### src/rtl/pe_mac_ws.sv
// Weight-stationary INT MAC cell: activations forward east in 1 cycle, psum north->south in 2 cycles.
// No backpressure: one beat per cycle, bubbles marked by a_vld_in=0; weights double-buffered (shadow/active).
module pe_mac_ws #(
  parameter int ELEM_BITS = 8,
  parameter int ACC_BITS  = 32
) (
  input  logic                 clk,
  input  logic                 rst,
  input  logic                 cfg_signed,
  input  logic                 cfg_sat,
  input  logic                 w_load,
  input  logic [ELEM_BITS-1:0] w_in,
  output logic [ELEM_BITS-1:0] w_out,
  input  logic                 w_swap,
  input  logic [ELEM_BITS-1:0] a_in,
  input  logic                 a_vld_in,
  output logic [ELEM_BITS-1:0] a_out,
  output logic                 a_vld_out,
  input  logic [ACC_BITS-1:0]  ps_in,
  output logic [ACC_BITS-1:0]  ps_out,
  output logic                 ps_vld_out,
  input  logic                 clr_ovf,
  output logic                 ovf_sticky
);

  localparam int PW = 2 * ELEM_BITS;

  generate
    if (ACC_BITS < 2 * ELEM_BITS + 1) begin : g_bad_acc_bits
      $error("pe_mac_ws: ACC_BITS must be >= 2*ELEM_BITS+1");
    end
  endgenerate

  logic [ELEM_BITS-1:0] r_w_shadow;
  logic [ELEM_BITS-1:0] r_w_active;
  logic [ELEM_BITS-1:0] r_a;
  logic                 r_a_vld;

  logic [PW-1:0]        r_prod1;
  logic [ACC_BITS-1:0]  r_ps1;
  logic                 r_sgn1;
  logic                 r_sat1;
  logic                 r_v1;

  logic [ACC_BITS-1:0]  r_ps_out;
  logic                 r_ps_vld;
  logic                 r_ovf;

  // Operands are extended to the product width first, so one unsigned multiply
  // gives the correct low PW bits for both signed and unsigned modes.
  logic [PW-1:0]        w_a_ext;
  logic [PW-1:0]        w_wt_ext;
  logic [PW-1:0]        w_prod;

  assign w_a_ext  = cfg_signed ? {{ELEM_BITS{a_in[ELEM_BITS-1]}}, a_in}
                               : {{ELEM_BITS{1'b0}}, a_in};
  assign w_wt_ext = cfg_signed ? {{ELEM_BITS{r_w_active[ELEM_BITS-1]}}, r_w_active}
                               : {{ELEM_BITS{1'b0}}, r_w_active};
  assign w_prod   = w_a_ext * w_wt_ext;

  always_ff @(posedge clk or posedge rst) begin
    if (rst) begin
      r_w_shadow <= '0;
      r_w_active <= '0;
    end else begin
      if (w_load) r_w_shadow <= w_in;
      if (w_swap) r_w_active <= r_w_shadow;
    end
  end

  always_ff @(posedge clk or posedge rst) begin
    if (rst) begin
      r_a     <= '0;
      r_a_vld <= 1'b0;
    end else begin
      r_a     <= a_in;
      r_a_vld <= a_vld_in;
    end
  end

  always_ff @(posedge clk or posedge rst) begin
    if (rst) begin
      r_prod1 <= '0;
      r_ps1   <= '0;
      r_sgn1  <= 1'b0;
      r_sat1  <= 1'b0;
      r_v1    <= 1'b0;
    end else begin
      r_v1 <= a_vld_in;
      if (a_vld_in) begin
        r_prod1 <= w_prod;
        r_ps1   <= ps_in;
        r_sgn1  <= cfg_signed;
        r_sat1  <= cfg_sat;
      end
    end
  end

  logic [ACC_BITS-1:0] w_ext;
  logic [ACC_BITS:0]   w_sum;
  logic                w_ovf_s;
  logic                w_ovf_u;
  logic                w_ovf;
  logic [ACC_BITS-1:0] w_res;

  assign w_ext   = r_sgn1 ? {{(ACC_BITS-PW){r_prod1[PW-1]}}, r_prod1}
                          : {{(ACC_BITS-PW){1'b0}}, r_prod1};
  assign w_sum   = {1'b0, r_ps1} + {1'b0, w_ext};
  assign w_ovf_s = (r_ps1[ACC_BITS-1] == w_ext[ACC_BITS-1]) &&
                   (w_sum[ACC_BITS-1] != r_ps1[ACC_BITS-1]);
  assign w_ovf_u = w_sum[ACC_BITS];
  assign w_ovf   = r_sgn1 ? w_ovf_s : w_ovf_u;

  // Signed overflow direction follows the (shared) operand sign.
  always_comb begin
    w_res = w_sum[ACC_BITS-1:0];
    if (w_ovf && r_sat1) begin
      if (!r_sgn1)
        w_res = {ACC_BITS{1'b1}};
      else if (r_ps1[ACC_BITS-1])
        w_res = {1'b1, {(ACC_BITS-1){1'b0}}};
      else
        w_res = {1'b0, {(ACC_BITS-1){1'b1}}};
    end
  end

  always_ff @(posedge clk or posedge rst) begin
    if (rst) begin
      r_ps_out <= '0;
      r_ps_vld <= 1'b0;
      r_ovf    <= 1'b0;
    end else begin
      r_ps_vld <= r_v1;
      if (r_v1) r_ps_out <= w_res;
      if (r_v1 && w_ovf)
        r_ovf <= 1'b1;
      else if (clr_ovf)
        r_ovf <= 1'b0;
    end
  end

  assign w_out      = r_w_shadow;
  assign a_out      = r_a;
  assign a_vld_out  = r_a_vld;
  assign ps_out     = r_ps_out;
  assign ps_vld_out = r_ps_vld;
  assign ovf_sticky = r_ovf;

endmodule

### config.mk
export PLATFORM = sky130hd
export DESIGN_NAME = pe_mac_ws
export DESIGN_NICKNAME = d
export VERILOG_FILES = /design/src/rtl/pe_mac_ws.sv
export SDC_FILE = /design/constraint.sdc
export NUM_CORES = 1
export LEC_CHECK = 0
export ABC_CLOCK_PERIOD_IN_PS = 11400
export CAP_MARGIN = 20
export CORE_MARGIN = 8
export CORE_UTILIZATION = 44
export DETAILED_ROUTE_END_ITERATION = 6
export PLACE_DENSITY = 0.71
export SLEW_MARGIN = 0
export SYNTH_ARGS = -nofsm -noshare
export SYNTH_HDL_FRONTEND = slang
export SYNTH_SLANG_ARGS = --single-unit
### constraint.sdc
create_clock -name clk -period 11.4 [get_ports clk]
set_input_delay 2.28 -clock clk [delete_from_list [all_inputs] [get_ports clk]]
set_output_delay 2.28 -clock clk [all_outputs]
set_load 0.02 [all_outputs]
==> metrics.txt <==
status=finished clean; PortBufs=106; placed instance area=roughly 0.010 mm^2; Reg clk slew, reported paths=roughly 0.08 ns; library cells used by synthesis=56; DIE WIDTH=160 um; CTS Hold Bufs=0; crit share post-route=0.715; Setup TNS=0 ns; met1 global-route usage=0.220; post-route cell area=0.0108 mm^2; Via Count=6561; worst-skew pair later-pin latency=0.36 ns; remaining global-route overflow=0; Synth Flop Type=dfrtp_1; Final setup viols=0; Leak=5.01 nW; count of final hold-check violations=0; WP buf/inv=5; initial core utilization=0.450; cts repair resizes=0; worst-margin pin slew=1.09 ns; drt wl/cell=16.5 um; Hold Path Depth=1; crit end category=flip-flop; num ports=107; Mapped Nets=1101; fmax=about 120 MHz; CP arrival=8.39 ns; Area contributors post-synth=dfrtp_1, fa_1, ha_1, mux2_2, inv_1; synthesized area=slightly above 0.009 mm^2; flops & latches, synth=109; critical path launch point=a_in[7]; worst hold path class=flip-flop to flip-flop; YS warnings=0; setup bufs post-CTS=0; Vias/cell=around 5.2; TritonCTS Buffers=9; first-pass GRT wire length=35600 um; Max Cap Viol=0; EDFF count, synth=0; RSZ-0062 raised after global routing=no; synth-to-layout area growth=18.0%; Final ANT Viol Nets=0; Fillers=roughly 1800; Reg2Reg Setup Slack=roughly 5.4 ns; post-detail-place hpwl=15800 um; RePlAce Congestion=0.838; FF-to-FF End=r_prod1[15]$_DFFE_PP0P_; Synth top area share=0.299; skew final=0.00854 ns; Rows=52; CTS tree=built; CP dominant cell by count=fa_1; utilization after layout=0.531; sequential share of the synthesized area=0.299; share of cells above drive strength 1=0.0904; Slew HR=0.271; CP Launch Type=primary input; CP cell instances=clkdlybuf4s50_1 > and3_1 > fa_1 > inv_1 > fa_1 > inv_1 > fa_1 > fa_1 > fa_1 > inv_1 > fa_1 > inv_1 > ha_1 > nand3_1 > o311ai_0 > a21o_1 > a21oi_1 > xnor2_1 > mux2_2; slowest stage delay, CP=roughly 0.65 ns; Worst Setup EP=r_prod1[15]$_DFFE_PP0P_; Final Critical Period=8.15 ns; asr flop ratio synth=1.00; Final Hold Slack=0.516 ns; Synth Instances=between 800 and 900; Mean Syn Cell Area=10.3 um^2; CP Class=primary input to flip-flop; Req. time, crit path=roughly 12 ns; VDD IR-drop max=212 uV; die area=0.0256 mm^2; Synth area leader=dfrtp_1; n_diodes=0; htree depth=3; initial antenna violation count=0; vias in the first global route=7051; die height=about 160 um; CORE AREA=~0.02 mm^2; clk root buf=clkbuf_16; max-slew violations=0; final wirelength=between 20000 and 25000 um; Slowest-stage cell, CP=clkdlybuf4s50_1; GR peak layer=met2; r2r worst-path depth=18; total track usage=0.170; CP Max Fanout=16; GR met3 Demand/Resource=0.0432; RR Startpoint=r_w_active[1]$_DFFE_PP0P_; instance count on the critical path=19; 1st-iter DRT viols=369; DRC errors left=0; fin nets=1193; family with the most delay on the worst path=adder cells; M2 GR Usage=0.269; CTS sink count=109; Bufs on Longest Clock Path=2; DR pass1 iterations=5; largest net degree at the start of global routing=between 80 and 90; pwr/cell area=270 mW/mm^2
sequential cells by signal (all words and copies together) (netlist names):
signal,count
a_out,8
r_sat1,1
ovf_sticky,1
r_ps1,32
w_out,8
ps_vld_out,1
r_v1,1
r_w_active,8
r_prod1,16
r_sgn1,1
ps_out,32
cell usage after synthesis (all sizes together), types with 17 or more instances:
cell type	instances
fa	73
nor2	17
and3	20
o21ai	25
and2	45
nand2	45
o221ai	29
xor2	18
ha	84
mux2	60
dfrtp	109
clkbuf	23
a21oi	42
inv	144
xnor2	42
per-stage QoR:
| step | cells | power, mW | setup WS, ns |
|---|---|---|---|
| after floorplan | 888 | 2.11 | 3.84 |
| after detailed placement | 1238 | 2.59 | 2.90 |
| after CTS | 1254 | 2.94 | 3.26 |
| final | 1255 | 2.91 | 3.25 |
| after global placement | 1238 | 2.54 | 3.04 |
| after global routing | 1255 | 3.25 | 2.80 |
worst min-delay path by stage:
| stage | from | end |
|---|---|---|
| 4_1_cts | r_ps1[13]$_DFFE_PP0P_ | r_ps1[13]$_DFFE_PP0P_ |
| 5_1_grt | r_ps1[13]$_DFFE_PP0P_ | r_ps1[13]$_DFFE_PP0P_ |
| 3_3_place_gp | r_ps1[10]$_DFFE_PP0P_ | r_ps1[10]$_DFFE_PP0P_ |
| 3_5_place_dp | r_ps1[15]$_DFFE_PP0P_ | r_ps1[15]$_DFFE_PP0P_ |
| 6_report | r_ps1[10]$_DFFE_PP0P_ | r_ps1[10]$_DFFE_PP0P_ |
| 2_1_floorplan | r_ps1[0]$_DFFE_PP0P_ | r_ps1[0]$_DFFE_PP0P_ |
layer usage:
layer / vias up / share of wire / wire [um]
met5: - / 0 / 0
met4: 0 / 0.024 / 502
met3: 28 / 0.055 / 1140
met2: 143 / 0.47 / 9610
met1: 3220 / 0.46 / 9410
li1: 3170 / - / -
power breakdown:
part           switching, mW  total, mW  internal (mW)
Sequential            0.0792      0.581          0.502
Combinational           1.04       2.00          0.951
Clock                  0.159      0.335          0.176
cell type report:
type,instances,area (um^2),area share
Clock inverter,7,92.6,0.00860
Timing Repair Buffer,111,1110,0.103
Inverter,144,543,0.0504
Clock buffer,9,225,0.0209
Sequential cell,109,2730,0.253
Multi-Input combinational cell,605,5730,0.532
Tap cell,270,338,0.0314
worst register-to-register path, cell delays in order (launching register included):
cell and delay [ns]:
dfrtp_1 0.54, and3_1 0.32, fa_1 0.56, inv_1 0.15
fa_1 0.58, inv_1 0.05, fa_1 0.52, fa_1 0.44
fa_1 0.56, inv_1 0.06, fa_1 0.52, inv_1 0.04
ha_1 0.32, nand3_1 0.09, o311ai_0 0.53, a21o_1 0.20
a21oi_1 0.07, xnor2_1 0.12, mux2_2 0.26
cell families (layout without fill, tap and decap cells):
kind of cell               after synthesis  after routing  share of synthesized area
xor gates and xnor gates                60             60                     0.0576
buffers and inverters                  174            271                     0.0736
DFF                                    109            109                      0.299
muxes                                   62             62                     0.0762
AOI/OAI and AO/OA                      157            157                      0.119
and+or+nand+nor                        169            169                     0.0994
adders and majority gates              157            157                      0.275
cell usage in the layout (no fill, tap or decap), drive strengths merged, types with 5 or more instances in the layout:
cell type / Yosys / layout
mux2: 60 / 60
a31oi: 6 / 6
a21oi: 42 / 42
xnor2: 42 / 42
clkbuf: 23 / 9
fa: 73 / 73
inv: 144 / 146
nand2: 45 / 45
a21o: 15 / 15
xor2: 18 / 18
buf: 7 / 6
nand3: 13 / 13
and2: 45 / 45
clkdlybuf4s50: 0 / 105
a211oi: 7 / 7
o21ai: 25 / 25
nand2b: 10 / 10
dfrtp: 109 / 109
and3: 20 / 20
o211ai: 5 / 5
nor2: 17 / 17
o221ai: 29 / 29
ha: 84 / 84
nor2b: 5 / 5
(Power assumes the default switching activity.)
